<file path="config.mk">
export PLATFORM = sky130hd
export DESIGN_NAME = id_ex_register_flat
export DESIGN_NICKNAME = d
export VERILOG_FILES = /design/src/rtl/id_ex_register_if.sv /design/src/rtl/id_ex_register.sv /design/src/flat_wrapper.sv
export SDC_FILE = /design/constraint.sdc
export NUM_CORES = 1
export LEC_CHECK = 0
export BUFFER_PORTS_ARGS = -buffer_cell sky130_fd_sc_hd__buf_2
export CAP_MARGIN = 40
export CELL_PAD_IN_SITES_DETAIL_PLACEMENT = 1
export CELL_PAD_IN_SITES_GLOBAL_PLACEMENT = 1
export CORE_MARGIN = 4
export CORE_UTILIZATION = 35
export DETAILED_ROUTE_END_ITERATION = 10
export PLACE_DENSITY_LB_ADDON = 0.1
export SYNTH_ARGS = -nofsm -noshare
export SYNTH_HDL_FRONTEND = slang
export SYNTH_SLANG_ARGS = --single-unit
export TNS_END_PERCENT = 5
</file>
<file path="constraint.sdc">
create_clock -name clk -period 7.25 [get_ports clk]
set_input_delay 1.0875 -clock clk [delete_from_list [all_inputs] [get_ports clk]]
set_output_delay 1.0875 -clock clk [all_outputs]
set_load 0.005 [all_outputs]
</file>
<file path="src/rtl/id_ex_register_if.sv">
// Purpose : bundles the hazard controls (stall/flush), the decode-stage fields (id_*)
//           and the execute-stage registered fields (ex_*) of the ID/EX pipeline register.
// Ports   : master = decode/hazard side (drives id_*, stall, flush; observes ex_*),
//           slave  = the pipeline register itself (consumes id_*, drives ex_* and bubble_count).
interface id_ex_register_if #(
    parameter int DATA_W = 32,
    parameter int CNT_W  = 16
);
    // hazard controls
    logic              stall;
    logic              flush;

    // decode stage
    logic              id_valid;
    logic [DATA_W-1:0] id_pc_plus4;
    logic [DATA_W-1:0] id_read_data1;
    logic [DATA_W-1:0] id_read_data2;
    logic [DATA_W-1:0] id_imm;
    logic [4:0]        id_rs;
    logic [4:0]        id_rt;
    logic [4:0]        id_rd;
    logic [5:0]        id_func;
    logic [1:0]        id_alu_op;
    logic              id_reg_dst;
    logic              id_alu_src;
    logic              id_branch;
    logic              id_mem_read;
    logic              id_mem_write;
    logic              id_mem_to_reg;
    logic              id_reg_write;

    // execute stage
    logic              ex_valid;
    logic [DATA_W-1:0] ex_pc_plus4;
    logic [DATA_W-1:0] ex_read_data1;
    logic [DATA_W-1:0] ex_read_data2;
    logic [DATA_W-1:0] ex_imm;
    logic [4:0]        ex_rs;
    logic [4:0]        ex_rt;
    logic [4:0]        ex_rd;
    logic [5:0]        ex_func;
    logic [1:0]        ex_alu_op;
    logic              ex_reg_dst;
    logic              ex_alu_src;
    logic              ex_branch;
    logic              ex_mem_read;
    logic              ex_mem_write;
    logic              ex_mem_to_reg;
    logic              ex_reg_write;

    // statistics
    logic [CNT_W-1:0]  bubble_count;

    modport master (
        output stall, flush,
        output id_valid, id_pc_plus4, id_read_data1, id_read_data2, id_imm,
        output id_rs, id_rt, id_rd, id_func, id_alu_op,
        output id_reg_dst, id_alu_src, id_branch, id_mem_read, id_mem_write,
        output id_mem_to_reg, id_reg_write,
        input  ex_valid, ex_pc_plus4, ex_read_data1, ex_read_data2, ex_imm,
        input  ex_rs, ex_rt, ex_rd, ex_func, ex_alu_op,
        input  ex_reg_dst, ex_alu_src, ex_branch, ex_mem_read, ex_mem_write,
        input  ex_mem_to_reg, ex_reg_write,
        input  bubble_count
    );

    modport slave (
        input  stall, flush,
        input  id_valid, id_pc_plus4, id_read_data1, id_read_data2, id_imm,
        input  id_rs, id_rt, id_rd, id_func, id_alu_op,
        input  id_reg_dst, id_alu_src, id_branch, id_mem_read, id_mem_write,
        input  id_mem_to_reg, id_reg_write,
        output ex_valid, ex_pc_plus4, ex_read_data1, ex_read_data2, ex_imm,
        output ex_rs, ex_rt, ex_rd, ex_func, ex_alu_op,
        output ex_reg_dst, ex_alu_src, ex_branch, ex_mem_read, ex_mem_write,
        output ex_mem_to_reg, ex_reg_write,
        output bubble_count
    );
endinterface

</file>
<file path="src/rtl/id_ex_register.sv">
// Purpose : ID/EX pipeline register with flush/stall hazard control and a saturating
//           bubble counter. Ports: clk, reset (async, active-high), bus (slave modport).
// Latency : one clock edge from id_* to ex_*; all outputs come straight from flops.
// Backpres: stall holds every ex_* field and the counter; flush overrides stall and
//           inserts an all-zero bubble.
module id_ex_register #(
    parameter int DATA_W = 32,
    parameter int CNT_W  = 16
) (
    input  logic            clk,
    input  logic            reset,
    id_ex_register_if.slave bus
);

    localparam logic [DATA_W-1:0] DATA_ZERO = '0;
    localparam logic [CNT_W-1:0]  CNT_MAX   = '1;
    localparam logic [CNT_W-1:0]  CNT_ONE   = CNT_W'(1);

    always_ff @(posedge clk or posedge reset) begin
        if (reset) begin
            bus.ex_valid      <= 1'b0;
            bus.ex_pc_plus4   <= DATA_ZERO;
            bus.ex_read_data1 <= DATA_ZERO;
            bus.ex_read_data2 <= DATA_ZERO;
            bus.ex_imm        <= DATA_ZERO;
            bus.ex_rs         <= 5'd0;
            bus.ex_rt         <= 5'd0;
            bus.ex_rd         <= 5'd0;
            bus.ex_func       <= 6'd0;
            bus.ex_alu_op     <= 2'd0;
            bus.ex_reg_dst    <= 1'b0;
            bus.ex_alu_src    <= 1'b0;
            bus.ex_branch     <= 1'b0;
            bus.ex_mem_read   <= 1'b0;
            bus.ex_mem_write  <= 1'b0;
            bus.ex_mem_to_reg <= 1'b0;
            bus.ex_reg_write  <= 1'b0;
            bus.bubble_count  <= '0;
        end else if (bus.flush) begin
            // Branch taken: the whole stage becomes a zero bubble, whatever stall says.
            bus.ex_valid      <= 1'b0;
            bus.ex_pc_plus4   <= DATA_ZERO;
            bus.ex_read_data1 <= DATA_ZERO;
            bus.ex_read_data2 <= DATA_ZERO;
            bus.ex_imm        <= DATA_ZERO;
            bus.ex_rs         <= 5'd0;
            bus.ex_rt         <= 5'd0;
            bus.ex_rd         <= 5'd0;
            bus.ex_func       <= 6'd0;
            bus.ex_alu_op     <= 2'd0;
            bus.ex_reg_dst    <= 1'b0;
            bus.ex_alu_src    <= 1'b0;
            bus.ex_branch     <= 1'b0;
            bus.ex_mem_read   <= 1'b0;
            bus.ex_mem_write  <= 1'b0;
            bus.ex_mem_to_reg <= 1'b0;
            bus.ex_reg_write  <= 1'b0;
            if (bus.bubble_count != CNT_MAX)
                bus.bubble_count <= bus.bubble_count + CNT_ONE;
        end else if (!bus.stall) begin
            // Data fields always load; control bits are gated by id_valid so an
            // invalid slot can never write memory or the register file downstream.
            bus.ex_pc_plus4   <= bus.id_pc_plus4;
            bus.ex_read_data1 <= bus.id_read_data1;
            bus.ex_read_data2 <= bus.id_read_data2;
            bus.ex_imm        <= bus.id_imm;
            bus.ex_rs         <= bus.id_rs;
            bus.ex_rt         <= bus.id_rt;
            bus.ex_rd         <= bus.id_rd;
            bus.ex_func       <= bus.id_func;
            bus.ex_valid      <= bus.id_valid;
            bus.ex_alu_op     <= bus.id_valid ? bus.id_alu_op : 2'd0;
            bus.ex_reg_dst    <= bus.id_valid & bus.id_reg_dst;
            bus.ex_alu_src    <= bus.id_valid & bus.id_alu_src;
            bus.ex_branch     <= bus.id_valid & bus.id_branch;
            bus.ex_mem_read   <= bus.id_valid & bus.id_mem_read;
            bus.ex_mem_write  <= bus.id_valid & bus.id_mem_write;
            bus.ex_mem_to_reg <= bus.id_valid & bus.id_mem_to_reg;
            bus.ex_reg_write  <= bus.id_valid & bus.id_reg_write;
            if (!bus.id_valid && (bus.bubble_count != CNT_MAX))
                bus.bubble_count <= bus.bubble_count + CNT_ONE;
        end
        // stall without flush: every flop keeps its value
    end

endmodule

</file>
<file path="src/flat_wrapper.sv">
// flat-port wrapper written by rule: the top's interface ports become plain ports
module id_ex_register_flat 
#(
    parameter int DATA_W = 32,
    parameter int CNT_W  = 16
)
  (clk, reset, bus_stall, bus_flush, bus_id_valid, bus_id_pc_plus4, bus_id_read_data1, bus_id_read_data2, bus_id_imm, bus_id_rs, bus_id_rt, bus_id_rd, bus_id_func, bus_id_alu_op, bus_id_reg_dst, bus_id_alu_src, bus_id_branch, bus_id_mem_read, bus_id_mem_write, bus_id_mem_to_reg, bus_id_reg_write, bus_ex_valid, bus_ex_pc_plus4, bus_ex_read_data1, bus_ex_read_data2, bus_ex_imm, bus_ex_rs, bus_ex_rt, bus_ex_rd, bus_ex_func, bus_ex_alu_op, bus_ex_reg_dst, bus_ex_alu_src, bus_ex_branch, bus_ex_mem_read, bus_ex_mem_write, bus_ex_mem_to_reg, bus_ex_reg_write, bus_bubble_count);
  id_ex_register_if #(.DATA_W(DATA_W), .CNT_W(CNT_W)) bus_i ();
  input  logic clk;
  input  logic reset;
  input wire logic [$bits(bus_i.stall)-1:0] bus_stall;
  input wire logic [$bits(bus_i.flush)-1:0] bus_flush;
  input wire logic [$bits(bus_i.id_valid)-1:0] bus_id_valid;
  input wire logic [$bits(bus_i.id_pc_plus4)-1:0] bus_id_pc_plus4;
  input wire logic [$bits(bus_i.id_read_data1)-1:0] bus_id_read_data1;
  input wire logic [$bits(bus_i.id_read_data2)-1:0] bus_id_read_data2;
  input wire logic [$bits(bus_i.id_imm)-1:0] bus_id_imm;
  input wire logic [$bits(bus_i.id_rs)-1:0] bus_id_rs;
  input wire logic [$bits(bus_i.id_rt)-1:0] bus_id_rt;
  input wire logic [$bits(bus_i.id_rd)-1:0] bus_id_rd;
  input wire logic [$bits(bus_i.id_func)-1:0] bus_id_func;
  input wire logic [$bits(bus_i.id_alu_op)-1:0] bus_id_alu_op;
  input wire logic [$bits(bus_i.id_reg_dst)-1:0] bus_id_reg_dst;
  input wire logic [$bits(bus_i.id_alu_src)-1:0] bus_id_alu_src;
  input wire logic [$bits(bus_i.id_branch)-1:0] bus_id_branch;
  input wire logic [$bits(bus_i.id_mem_read)-1:0] bus_id_mem_read;
  input wire logic [$bits(bus_i.id_mem_write)-1:0] bus_id_mem_write;
  input wire logic [$bits(bus_i.id_mem_to_reg)-1:0] bus_id_mem_to_reg;
  input wire logic [$bits(bus_i.id_reg_write)-1:0] bus_id_reg_write;
  output wire logic [$bits(bus_i.ex_valid)-1:0] bus_ex_valid;
  output wire logic [$bits(bus_i.ex_pc_plus4)-1:0] bus_ex_pc_plus4;
  output wire logic [$bits(bus_i.ex_read_data1)-1:0] bus_ex_read_data1;
  output wire logic [$bits(bus_i.ex_read_data2)-1:0] bus_ex_read_data2;
  output wire logic [$bits(bus_i.ex_imm)-1:0] bus_ex_imm;
  output wire logic [$bits(bus_i.ex_rs)-1:0] bus_ex_rs;
  output wire logic [$bits(bus_i.ex_rt)-1:0] bus_ex_rt;
  output wire logic [$bits(bus_i.ex_rd)-1:0] bus_ex_rd;
  output wire logic [$bits(bus_i.ex_func)-1:0] bus_ex_func;
  output wire logic [$bits(bus_i.ex_alu_op)-1:0] bus_ex_alu_op;
  output wire logic [$bits(bus_i.ex_reg_dst)-1:0] bus_ex_reg_dst;
  output wire logic [$bits(bus_i.ex_alu_src)-1:0] bus_ex_alu_src;
  output wire logic [$bits(bus_i.ex_branch)-1:0] bus_ex_branch;
  output wire logic [$bits(bus_i.ex_mem_read)-1:0] bus_ex_mem_read;
  output wire logic [$bits(bus_i.ex_mem_write)-1:0] bus_ex_mem_write;
  output wire logic [$bits(bus_i.ex_mem_to_reg)-1:0] bus_ex_mem_to_reg;
  output wire logic [$bits(bus_i.ex_reg_write)-1:0] bus_ex_reg_write;
  output wire logic [$bits(bus_i.bubble_count)-1:0] bus_bubble_count;
  assign bus_i.stall = bus_stall;
  assign bus_i.flush = bus_flush;
  assign bus_i.id_valid = bus_id_valid;
  assign bus_i.id_pc_plus4 = bus_id_pc_plus4;
  assign bus_i.id_read_data1 = bus_id_read_data1;
  assign bus_i.id_read_data2 = bus_id_read_data2;
  assign bus_i.id_imm = bus_id_imm;
  assign bus_i.id_rs = bus_id_rs;
  assign bus_i.id_rt = bus_id_rt;
  assign bus_i.id_rd = bus_id_rd;
  assign bus_i.id_func = bus_id_func;
  assign bus_i.id_alu_op = bus_id_alu_op;
  assign bus_i.id_reg_dst = bus_id_reg_dst;
  assign bus_i.id_alu_src = bus_id_alu_src;
  assign bus_i.id_branch = bus_id_branch;
  assign bus_i.id_mem_read = bus_id_mem_read;
  assign bus_i.id_mem_write = bus_id_mem_write;
  assign bus_i.id_mem_to_reg = bus_id_mem_to_reg;
  assign bus_i.id_reg_write = bus_id_reg_write;
  assign bus_ex_valid = bus_i.ex_valid;
  assign bus_ex_pc_plus4 = bus_i.ex_pc_plus4;
  assign bus_ex_read_data1 = bus_i.ex_read_data1;
  assign bus_ex_read_data2 = bus_i.ex_read_data2;
  assign bus_ex_imm = bus_i.ex_imm;
  assign bus_ex_rs = bus_i.ex_rs;
  assign bus_ex_rt = bus_i.ex_rt;
  assign bus_ex_rd = bus_i.ex_rd;
  assign bus_ex_func = bus_i.ex_func;
  assign bus_ex_alu_op = bus_i.ex_alu_op;
  assign bus_ex_reg_dst = bus_i.ex_reg_dst;
  assign bus_ex_alu_src = bus_i.ex_alu_src;
  assign bus_ex_branch = bus_i.ex_branch;
  assign bus_ex_mem_read = bus_i.ex_mem_read;
  assign bus_ex_mem_write = bus_i.ex_mem_write;
  assign bus_ex_mem_to_reg = bus_i.ex_mem_to_reg;
  assign bus_ex_reg_write = bus_i.ex_reg_write;
  assign bus_bubble_count = bus_i.bubble_count;
  id_ex_register #(.DATA_W(DATA_W), .CNT_W(CNT_W)) u_core (.clk(clk), .reset(reset), .bus(bus_i));
endmodule
</file>
==> results_dict.tcl <==
set metrics [dict create \
    via_per_inst 4.715 \
    drtIter0Drc 161 \
    top_level_ports 338 \
    cts_post_setup_buffers_inserted 0 \
    timing.reg2reg.setup_slack_ns 5.28 \
    share_of_power_burned_in_combinational_logic 0.139 \
    place_hpwl_um 16670 \
    grtUsageTotal 0.1953 \
    r2r_end "u_core.bus.bubble_count[1]" \
    drive_gt1_frac 0.4152 \
    timing.reg2reg.worst_path_depth 4 \
    die_h_um 150.8 \
    setup_viol_count_final 0 \
    path_max_fanout 84 \
    worst_setup_path_startpoint "bus_stall" \
    clockBufferDepth 2 \
    source_of_the_worst_register_to_register_timing_path "u_core.bus.bubble_count[0]" \
    cts_tree "yes" \
    placer_congestion_estimate 0.7437 \
    power-per-cell-area_nw_per_um2 240.2 \
    async_reset_ff_frac 1.000 \
    netlist-cell-type-count 30 \
    timing_worst_slew_pin_value_ns 0.7650 \
    grt-ovfl-total 0 \
    timing_max_transition_violations_final 0 \
    portBuffers 337 \
    cp_slowest_stage_delay_ns 0.57 \
    grt_pass1_vias 6327 \
    detailedRoute.firstPassIterationCount 4 \
    cp-start-kind "input port" \
    power.ir.vdd_worst_uv 158.6 \
    clk_latency_ns 0.43 \
    setup_tns_ns 0 \
    timing.hold.worst.start "u_core.bus.ex_read_data2[13]" \
    netlist_area_before_placement_um2 7139 \
    run_status "complete, no violations" \
    avgRoutedWirePerCell_um 18.41 \
    min-delay-path-class "reg -> reg" \
    worstHoldEndpoint "u_core.bus.ex_read_data2[13]" \
    synth_top_cells_by_count "175 x dfrtp_1, 166 x nor2_1, 149 x mux2i_1, 20 x clkbuf_1, 17 x buf_2" \
    net-switching-power_mw 0.6473 \
    timing.final.crit_share 0.3690 \
    syn_avg_cell_area_um2 12.06 \
    cp_cell_sequence "clkbuf_8 -> buf_16 -> buf_4 -> buf_16 -> mux2i_1 -> nor2_1" \
    start_util 0.3609 \
    cts-htree-levels 4 \
    cts_resized 0 \
    sequentialPowerShare 0.468 \
    final_routed_wirelength_across_all_metal_layers_um 22130 \
    num_cts_buffers 17 \
    fmax_ghz 0.3738 \
    synth-seq-area-share 0.6134 \
    std_cell_rows 51 \
    yosys_register_bits 175 \
    intPower_mw 1.700 \
    drv.max_cap_violation_count 0 \
    clk_pin_slew_worst_paths_ns 0.07 \
    floorplan.die_area_um2 22750 \
    clk_root_buffer_cell "clkbuf_16" \
    power.switching_fraction 0.2757 \
    die_width_um 150.8 \
    proportion_of_netlist_area_held_by_the_largest_area_contributor 0.6134 \
    timing_worst_setup_path_type "in -> reg" \
    final_period_minus_worst_setup_slack_ns 2.675 \
    cpMaxStageDelayCell "buf_4" \
    global_route_wire_length_before_repair_um 34400 \
    pre_cts_slack_ns 4.130 \
    via_count 5667 \
    grt_start_max_net_pins 89 \
    postLayoutCellArea_um2 9773 \
    ys_dominant_reg_cell "dfrtp_1" \
    antenna_found_initial 7 \
    synth_nets 756 \
    clkSinkCount 175 \
    finalHoldViolations 0 \
    design.final.nets 1083 \
    path_common_cell "buf_16" \
    place_area_um2 9174 \
    antenna_left 0 \
    fin_hold_ws_ns 0.5215 \
    relSlewSlack 0.4900 \
    synth_warnings 0 \
    fin_skew_ns 0.007623 \
    number_of_enable_flip_flop_cells_after_synthesis 0 \
    rsz_0062_raised_after_global_routing "no" \
    worstSetupEndpointType "flip-flop" \
    number_of_buffers_inserted_by_hold_repair_at_cts 0 \
    share_of_total_power_in_the_clock_network 0.392 \
    drc 0 \
    post-synth-top-count-cell "dfrtp_1" \
    worst-endpoint-required_ns 7.56 \
    final_worst_setup_slack_ns 4.575 \
    fp.coreArea_um2 19780 \
    synth_top_area_cell "dfrtp_1" \
    cp_data_arrival_time_ns 2.98 \
    syn2layout_area_growth_pct 36.89 \
    hold-path-cell-count 2 \
    post-layout-total-power_mw 2.347 \
    ys_top_cells_by_area "dfrtp_1 61%, mux2i_1 21%, nor2_1 8.7%, buf_2 1.2%, clkbuf_1 1.1%" \
    power.leakage_nw 5.569 \
    postSynthCellCount 592 \
]
[cell families (layout without fill, tap and decap cells)]
kind of cell | after synthesis | count (layout) | synth area share
xor+xnor | 10 | 10 | 0.01227
simple gates | 194 | 194 | 0.1123
buf+inv | 41 | 381 | 0.02453
fa+ha+maj | 1 | 1 | 0.001752
mux | 152 | 152 | 0.2142
compound gates | 19 | 19 | 0.02156
flops | 175 | 175 | 0.6134
other cells | 0 | 5 | 0
[per-stage QoR]
stage / utilization / cells
2_1_floorplan: - / 592
3_3_place_gp: 0.4568 / 1160
3_5_place_dp: 0.4638 / 1165
4_1_cts: 0.4934 / 1197
5_1_grt: 0.4938 / 1200
6_report: 0.4941 / 1202
[routing by layer]
metal  GRT usage  vias to the layer above  routed length (um)
met2      0.3516                      208               11800
met5           0                        -                  41
met4     0.06709                        8                 496
li1            -                     2649                   -
met3     0.06912                       35                1803
met1      0.2130                     2767                7991
[cells in the final DEF (no fill, tap or decap), drive strengths merged, types with 2 or more instances in the layout]
master	instances
a21oi	3
a22oi	8
buf	344
clkbuf	19
clkinvlp	2
dfrtp	175
diode	5
inv	14
mux2	3
mux2i	149
nand2	6
nand3	8
nand4	4
nor2	166
nor3	3
nor4	3
o21a	2
or2	2
xnor2	3
xor2	7
[area by class of cell]
type	count	area, um2
sequential	175	4379
inverter	4	20.02
timing repair buffer	345	1858
clock buffer	18	439.2
antenna	5	12.51
tap	265	331.6
clock inverter	14	147.6
multi-input combinational	376	2585
fill	2235	10010
[worst max-delay path by stage]
stage	end	slack (ns)	cells past startpoint
6_report	u_core.bus.ex_read_data1[23]	4.57	6
5_1_grt	u_core.bus.ex_read_data1[23]	4.49	6
4_1_cts	u_core.bus.ex_read_data1[23]	4.61	6
3_5_place_dp	u_core.bus.ex_read_data1[23]	4.13	6
3_3_place_gp	u_core.bus.ex_read_data1[20]	3.88	4
2_1_floorplan	u_core.bus.bubble_count[0]	1.42	1
[critical path: cells and delay by family]
kind	cells	cell delay, ns
buffers and inverters	4	1.50
muxes	1	0.25
and+or+nand+nor	1	0.06
[power groups by stage]
stage	logic [mW]	clock network [mW]	registers (mW)
5_1_grt	0.365	0.994	1.11
3_3_place_gp	0.319	0	1.11
3_5_place_dp	0.338	0	1.12
4_1_cts	0.339	0.951	1.10
2_1_floorplan	0.159	0	1.12
6_report	0.327	0.921	1.10
Note: power is estimated with default switching activity, not from simulation.
